File: src/rtl/fft8_sequencer.sv
// 8-point radix-2 DIT FFT sequencer over one shared butterfly; 13 cycles last-in to first-out, 12 ops then registered output.
// Valid/ready both sides, no input outside LOAD, output holds while out_ready=0; FFT8_STAGE_SCALE_EN halves every butterfly result.
module fft8_sequencer #(
  parameter int W       = 16,
  parameter int TW_FRAC = 14
) (
  input  logic         clk,
  input  logic         rst_n,
  input  logic         in_valid,
  output logic         in_ready,
  input  logic [W-1:0] in_re,
  input  logic [W-1:0] in_im,
  output logic         out_valid,
  input  logic         out_ready,
  output logic [W-1:0] out_re,
  output logic [W-1:0] out_im,
  output logic         busy
);

  localparam int TWW    = TW_FRAC + 2;
  localparam int PW     = W + TWW + 1;
  localparam int TW_ONE = 1 << TW_FRAC;
  localparam int TW_C45 = int'(0.7071067811865476 * real'(TW_ONE));

  typedef struct packed {
    logic signed [W-1:0] re;
    logic signed [W-1:0] im;
  } cpx_t;

  typedef enum logic [1:0] {LOAD, COMPUTE, UNLOAD} state_t;

  state_t     state;
  logic [2:0] cnt;
  logic [3:0] op;
  cpx_t       mem [8];

  logic [1:0] stg, k, tw_idx;
  logic [2:0] a_idx, b_idx;

  assign stg = op[3:2];
  assign k   = op[1:0];

  // Butterfly pair and twiddle index for stage stg, op k.
  always_comb begin
    a_idx  = '0;
    b_idx  = '0;
    tw_idx = '0;
    case (stg)
      2'd0: begin
        a_idx  = {k, 1'b0};
        b_idx  = {k, 1'b1};
        tw_idx = 2'd0;
      end
      2'd1: begin
        a_idx  = {k[1], 1'b0, k[0]};
        b_idx  = {k[1], 1'b1, k[0]};
        tw_idx = {k[0], 1'b0};
      end
      default: begin
        a_idx  = {1'b0, k};
        b_idx  = {1'b1, k};
        tw_idx = k;
      end
    endcase
  end

  logic signed [TWW-1:0] wr, wi;

  always_comb begin
    wr = '0;
    wi = '0;
    case (tw_idx)
      2'd0: begin wr = TWW'(TW_ONE);  wi = '0;              end
      2'd1: begin wr = TWW'(TW_C45);  wi = TWW'(-TW_C45);   end
      2'd2: begin wr = '0;            wi = TWW'(-TW_ONE);   end
      default: begin wr = TWW'(-TW_C45); wi = TWW'(-TW_C45); end
    endcase
  end

  cpx_t av, bv, ya, yb;
  logic signed [PW-1:0] prod_re, prod_im;
  logic signed [W-1:0]  p_re, p_im;

  assign av = mem[a_idx];
  assign bv = mem[b_idx];

  assign prod_re = PW'(bv.re) * PW'(wr) - PW'(bv.im) * PW'(wi);
  assign prod_im = PW'(bv.re) * PW'(wi) + PW'(bv.im) * PW'(wr);
  assign p_re    = W'(prod_re >>> TW_FRAC);
  assign p_im    = W'(prod_im >>> TW_FRAC);

`ifdef FFT8_STAGE_SCALE_EN
  logic signed [W:0] sa_re, sa_im, sb_re, sb_im;

  // One guard bit so the halved result never overflows.
  assign sa_re = (W+1)'(av.re) + (W+1)'(p_re);
  assign sa_im = (W+1)'(av.im) + (W+1)'(p_im);
  assign sb_re = (W+1)'(av.re) - (W+1)'(p_re);
  assign sb_im = (W+1)'(av.im) - (W+1)'(p_im);
  assign ya    = {W'(sa_re >>> 1), W'(sa_im >>> 1)};
  assign yb    = {W'(sb_re >>> 1), W'(sb_im >>> 1)};
`else
  assign ya = {av.re + p_re, av.im + p_im};
  assign yb = {av.re - p_re, av.im - p_im};
`endif

  // Sample buffer carries no reset; contents are don't-care until loaded.
  always_ff @(posedge clk) begin
    if (state == LOAD && in_valid && in_ready)
      mem[{cnt[0], cnt[1], cnt[2]}] <= {in_re, in_im};
    if (state == COMPUTE) begin
      mem[a_idx] <= ya;
      mem[b_idx] <= yb;
    end
  end

  always_ff @(posedge clk or negedge rst_n) begin
    if (!rst_n) begin
      state     <= LOAD;
      cnt       <= '0;
      op        <= '0;
      in_ready  <= 1'b1;
      out_valid <= 1'b0;
      out_re    <= '0;
      out_im    <= '0;
      busy      <= 1'b0;
    end else begin
      case (state)
        LOAD: begin
          if (in_valid && in_ready) begin
            cnt <= cnt + 3'd1;
            if (cnt == 3'd7) begin
              state    <= COMPUTE;
              in_ready <= 1'b0;
              busy     <= 1'b1;
              op       <= '0;
            end
          end
        end
        COMPUTE: begin
          op <= op + 4'd1;
          if (op == 4'd11) begin
            state <= UNLOAD;
            cnt   <= '0;
          end
        end
        UNLOAD: begin
          if (!out_valid) begin
            out_re    <= mem[cnt].re;
            out_im    <= mem[cnt].im;
            out_valid <= 1'b1;
          end else if (out_ready) begin
            if (cnt == 3'd7) begin
              out_valid <= 1'b0;
              busy      <= 1'b0;
              in_ready  <= 1'b1;
              state     <= LOAD;
              cnt       <= '0;
            end else begin
              cnt    <= cnt + 3'd1;
              out_re <= mem[cnt + 3'd1].re;
              out_im <= mem[cnt + 3'd1].im;
            end
          end
        end
        default: state <= LOAD;
      endcase
    end
  end

endmodule
File: config.mk
export PLATFORM = sky130hd
export DESIGN_NAME = fft8_sequencer
export DESIGN_NICKNAME = d
export VERILOG_FILES = /design/src/rtl/fft8_sequencer.sv
export SDC_FILE = /design/constraint.sdc
export NUM_CORES = 2
export LEC_CHECK = 0
export CAP_MARGIN = 20
export CORE_UTILIZATION = 55
export DETAILED_ROUTE_END_ITERATION = 8
export PLACE_DENSITY_LB_ADDON = 0.05
export SYNTH_ARGS = -nofsm -noshare
export SYNTH_HDL_FRONTEND = slang
export SYNTH_SLANG_ARGS = --single-unit
File: constraint.sdc
create_clock -name clk -period 13.4 [get_ports clk]
set_input_delay 1.34 -clock clk [delete_from_list [all_inputs] [get_ports clk]]
set_output_delay 1.34 -clock clk [all_outputs]
set_load 0.02 [all_outputs]
==> key figures <==
Outcome
  – Outcome: completed

Placed design
  – GP Congestion: 0.9472
  – Input/output buffers: 70
  – Pre-CTS WS: 521.0 ps
  – Detail Placement HPWL: 123000 um

Route
  – Total vias in the final route: approximately 37000
  – Drt first pass iters: 6
  – Detailed-route wire length: approximately 160000 um
  – Initial drt markers: 3055
  – Vias per cell: around 5.8
  – DRC: 0
  – Drt wl/cell: 24.30 um
  – DRT antenna net count: 0

STA
  – Final period demand of the worst path: 12880 ps
  – Unrepaired setup endpoints after global routing: no
  – Worst Max-Slew Pin Slew: about 1200 ps
  – Hold Vio Cnt, Final: 0
  – Slew Viols, Final: 0
  – Slew margin rel.: between 20% and 30%
  – Final Cycle Share: between 90% and 100%
  – Final setup vio count: 0
  – Clock Skew: 25.77 ps
  – Final setup TNS: 0 ps
  – Setup WS post-layout: 519.1 ps
  – Fmax: 0.07763 GHz

Hold path
  – Worst Hold Class: flop to flop

Power
  – Power consumption: 1.944 mW
  – Maximum VDD drop: 0.1081 mV
  – Leakage: 26.60 nW
  – Pwr dens: 35.34 nW/um2

Clock tree
  – CTS tree: done
  – CTS Sinks: 300
  – CTS clock-pin slew for the worst setup and hold paths: 60 ps
  – Hold_buf cts: 0
  – CTS H-tree lvls: 1
  – Clk buf depth: 3
  – Clk_lat worst skew: 590 ps
  – CTS root buf: clkbuf_16
  – Num CTS Buffers: 29

Die
  – Initial Util: 55.80%
  – Die height: 307.7 um
  – Die Width: 307.7 um
  – Core Footprint: 92080 um2
  – Site row count: roughly 110
  – Die area: 94650 um2
  – Ports: 71

Critical path
  – Startpoint Class: flop
  – Kind of critical path: flop to flop
  – R2R Setup Slk: 520 ps
  – Worst path arrival time: 13170 ps
  – Required @ worst endpoint: roughly 14000 ps
  – Crit path max-delay family: adder cells
  – Max stage delay on crit path: 640 ps
  – Critical Path Sink Type: flop
  – Crit-path slowest cell: dfrtp_1
  – Critical path buffers and inverters: 11
  – Crit-path max FO: 31

Yosys
  – Synth cell types: 95
  – Post-synthesis instance total: 5155
  – Syn Nets: between 6000 and 7000
  – Post-synth EDFFs: about 260
  – Syn_area_per_cell: 9.968 um2
  – Ys Warns: 0
  – Synth Cell Area: 51380 um2
  – Sequential share of the synthesized area: between 10% and 20%
  – Yosys reg bits: 300
  – Async SR Flop Fraction: 14.67%
  – Top FF cell, synth: edfxtp_1

GRT
  – First-pass GRT wire length: 239400 um
  – Initial antenna violation count: 3
  – Number of global-route vias before repair: ~39000
  – GRT overflow: 0
  – Largest net degree at the start of global routing: 69
  – Global Route Usage Sum: 34.06%

Finish
  – P&R area growth vs syn: 7.076%
  – Layout cells sized above 1: between 8 and 9%
  – Nets@finish: 6472

Flow run
  – Max Cap Viol: 0
==> cell families (layout without fill, tap and decap cells) <==
kind of cell / after synthesis / after routing / synth area share [%]
AOI/OAI and AO/OA: 615 / 616 / 7.361
xor gates and xnor gates: 150 / 150 / 2.640
adders and majority gates: 1261 / 1261 / 42.58
buffers and inverters: 1442 / 1482 / 10.66
DFF: 300 / 300 / 17.11
muxes: 318 / 318 / 10.91
other: 0 / 2 / 0
and+or+nand+nor: 1069 / 1070 / 8.742
==> Yosys cell counts, types with 7 or more instances <==
master       n  area, um2
xor2_1      43      376.6
nand2_1    499       1873
nand4_1      7      43.79
mux2i_1    105       1051
edfxtp_1   256       7687
inv_1     1229       4613
nor3b_1      8      60.06
nor2b_1     22      137.6
o21a_1      10      75.07
o21ai_0    149      745.7
mux4_2     191       4302
nor4_1       7      43.79
nand2b_1    21      131.4
o21bai_1    19      142.6
o211ai_1    26      195.2
dfrtp_1     43       1076
a21o_1      27      202.7
nor2_1     369       1385
a32oi_1     26      227.7
a21oi_1    228       1141
ha_1       448       5605
buf_1       36      135.1
or2_2       16      100.1
and2_1      11      68.82
xnor2_1    103      902.1
a31oi_1     19      118.9
mux2_2      19      214.0
nor3_1      23      115.1
fa_1       813      16280
and3_1       9      56.30
o22ai_1     30      187.7
clkbuf_1   155      581.8
nand3_1     53      265.3
or3_1        8      50.05
==> placed cells by master, fill, tap and decap left out, drive strengths merged, types with 19 or more instances in the layout <==
| cell | count |
|---|---|
| o22ai | 30 |
| buf | 123 |
| mux2i | 105 |
| a31oi | 19 |
| mux4 | 191 |
| nor2 | 372 |
| dfrtp | 43 |
| nor2b | 22 |
| inv | 1233 |
| ha | 448 |
| fa | 813 |
| a32oi | 26 |
| o21ai | 154 |
| o21bai | 20 |
| mux2 | 22 |
| xnor2 | 105 |
| clkdlybuf4s50 | 69 |
| o211ai | 27 |
| nor3 | 23 |
| nand2b | 22 |
| a21o | 27 |
| xor2 | 43 |
| nand2 | 501 |
| nand3 | 53 |
| clkbuf | 37 |
| a21oi | 231 |
| edfxtp | 256 |
==> worst paths after layout <==
path                                        start                     end  cells after the start
hold / removal             out_im[15]$_DFFE_PN0P_  out_im[15]$_DFFE_PN0P_                      2
max in group asynchronous                   rst_n      cnt[0]$_DFFE_PN0P_                      2
setup / recovery                op[0]$_DFFE_PN0P_    mem[4][12]$_DFFE_PP_                     44
hold reg to reg            out_im[15]$_DFFE_PN0P_  out_im[15]$_DFFE_PN0P_                      2
setup reg to reg                op[0]$_DFFE_PN0P_    mem[4][12]$_DFFE_PP_                     44
min in group asynchronous                   rst_n   out_re[1]$_DFFE_PN0P_                      2
==> sequential cells by signal (all words and copies together) (netlist names) <==
register and cells:
mem 256, out_im 16, out_re 16, op 4
cnt 3, state 2, busy 1, in_ready 1
out_valid 1
==> per-layer routing <==
| layer | global-route usage, % | vias up | share of wire [%] |
|---|---|---|---|
| li1 | - | 16510 | - |
| met5 | 0 | - | 0.017 |
| met4 | 11.56 | 4 | 4.2 |
| met2 | 58.52 | 1573 | 49 |
| met3 | 4.535 | 352 | 7.3 |
| met1 | 44.40 | 18710 | 39 |
==> power breakdown <==
group | switching (mW) | internal [mW] | total [mW]
logic | 0.0294 | 0.0242 | 0.0536
clock network | 0.381 | 0.498 | 0.878
registers | 0 | 1.01 | 1.01
total | 0.410 | 1.53 | 1.94
==> worst register-to-register path: cells and delay by family, from the launching register on <==
family	cells	cell delay, ps
AOI/OAI and AO/OA	18	4210
xor gates and xnor gates	1	340
adders and majority gates	10	4640
buffers and inverters	11	1710
and+or+nand+nor	3	900
DFF	1	640
muxes	1	160
==> per-stage QoR <==
step           hold slack [ps]  util [%]  instance area, um2  instances
3_5_place_dp             469.1     58.62               53980       6383
3_3_place_gp             460.4     58.62               53980       6383
5_1_grt                  517.4     59.75               55020       6440
4_1_cts                  483.6     59.68               54950       6436
2_1_floorplan            562.6         -               51380       5155
6_report                 475.1     59.75               55020       6442
==> final cells by class <==
class,count,area [um2]
Tap cell,1243,1555
Multi-Input combinational cell,3415,37370
Timing Repair Buffer,193,1675
Clock inverter,17,211.5
Clock buffer,36,762.0
Fill cell,8110,37060
Sequential cell,300,8801
Antenna cell,2,5.005
Inverter,1236,4642
==> repair_timing <==
| action | 4_1_cts | 5_1_grt |
|---|---|---|
| setup buffers | 0 | 1 |
| resized for setup | 0 | 5 |
| setup endpoints to repair | 0 | 20 |
Note: power is estimated with default switching activity, not from simulation.
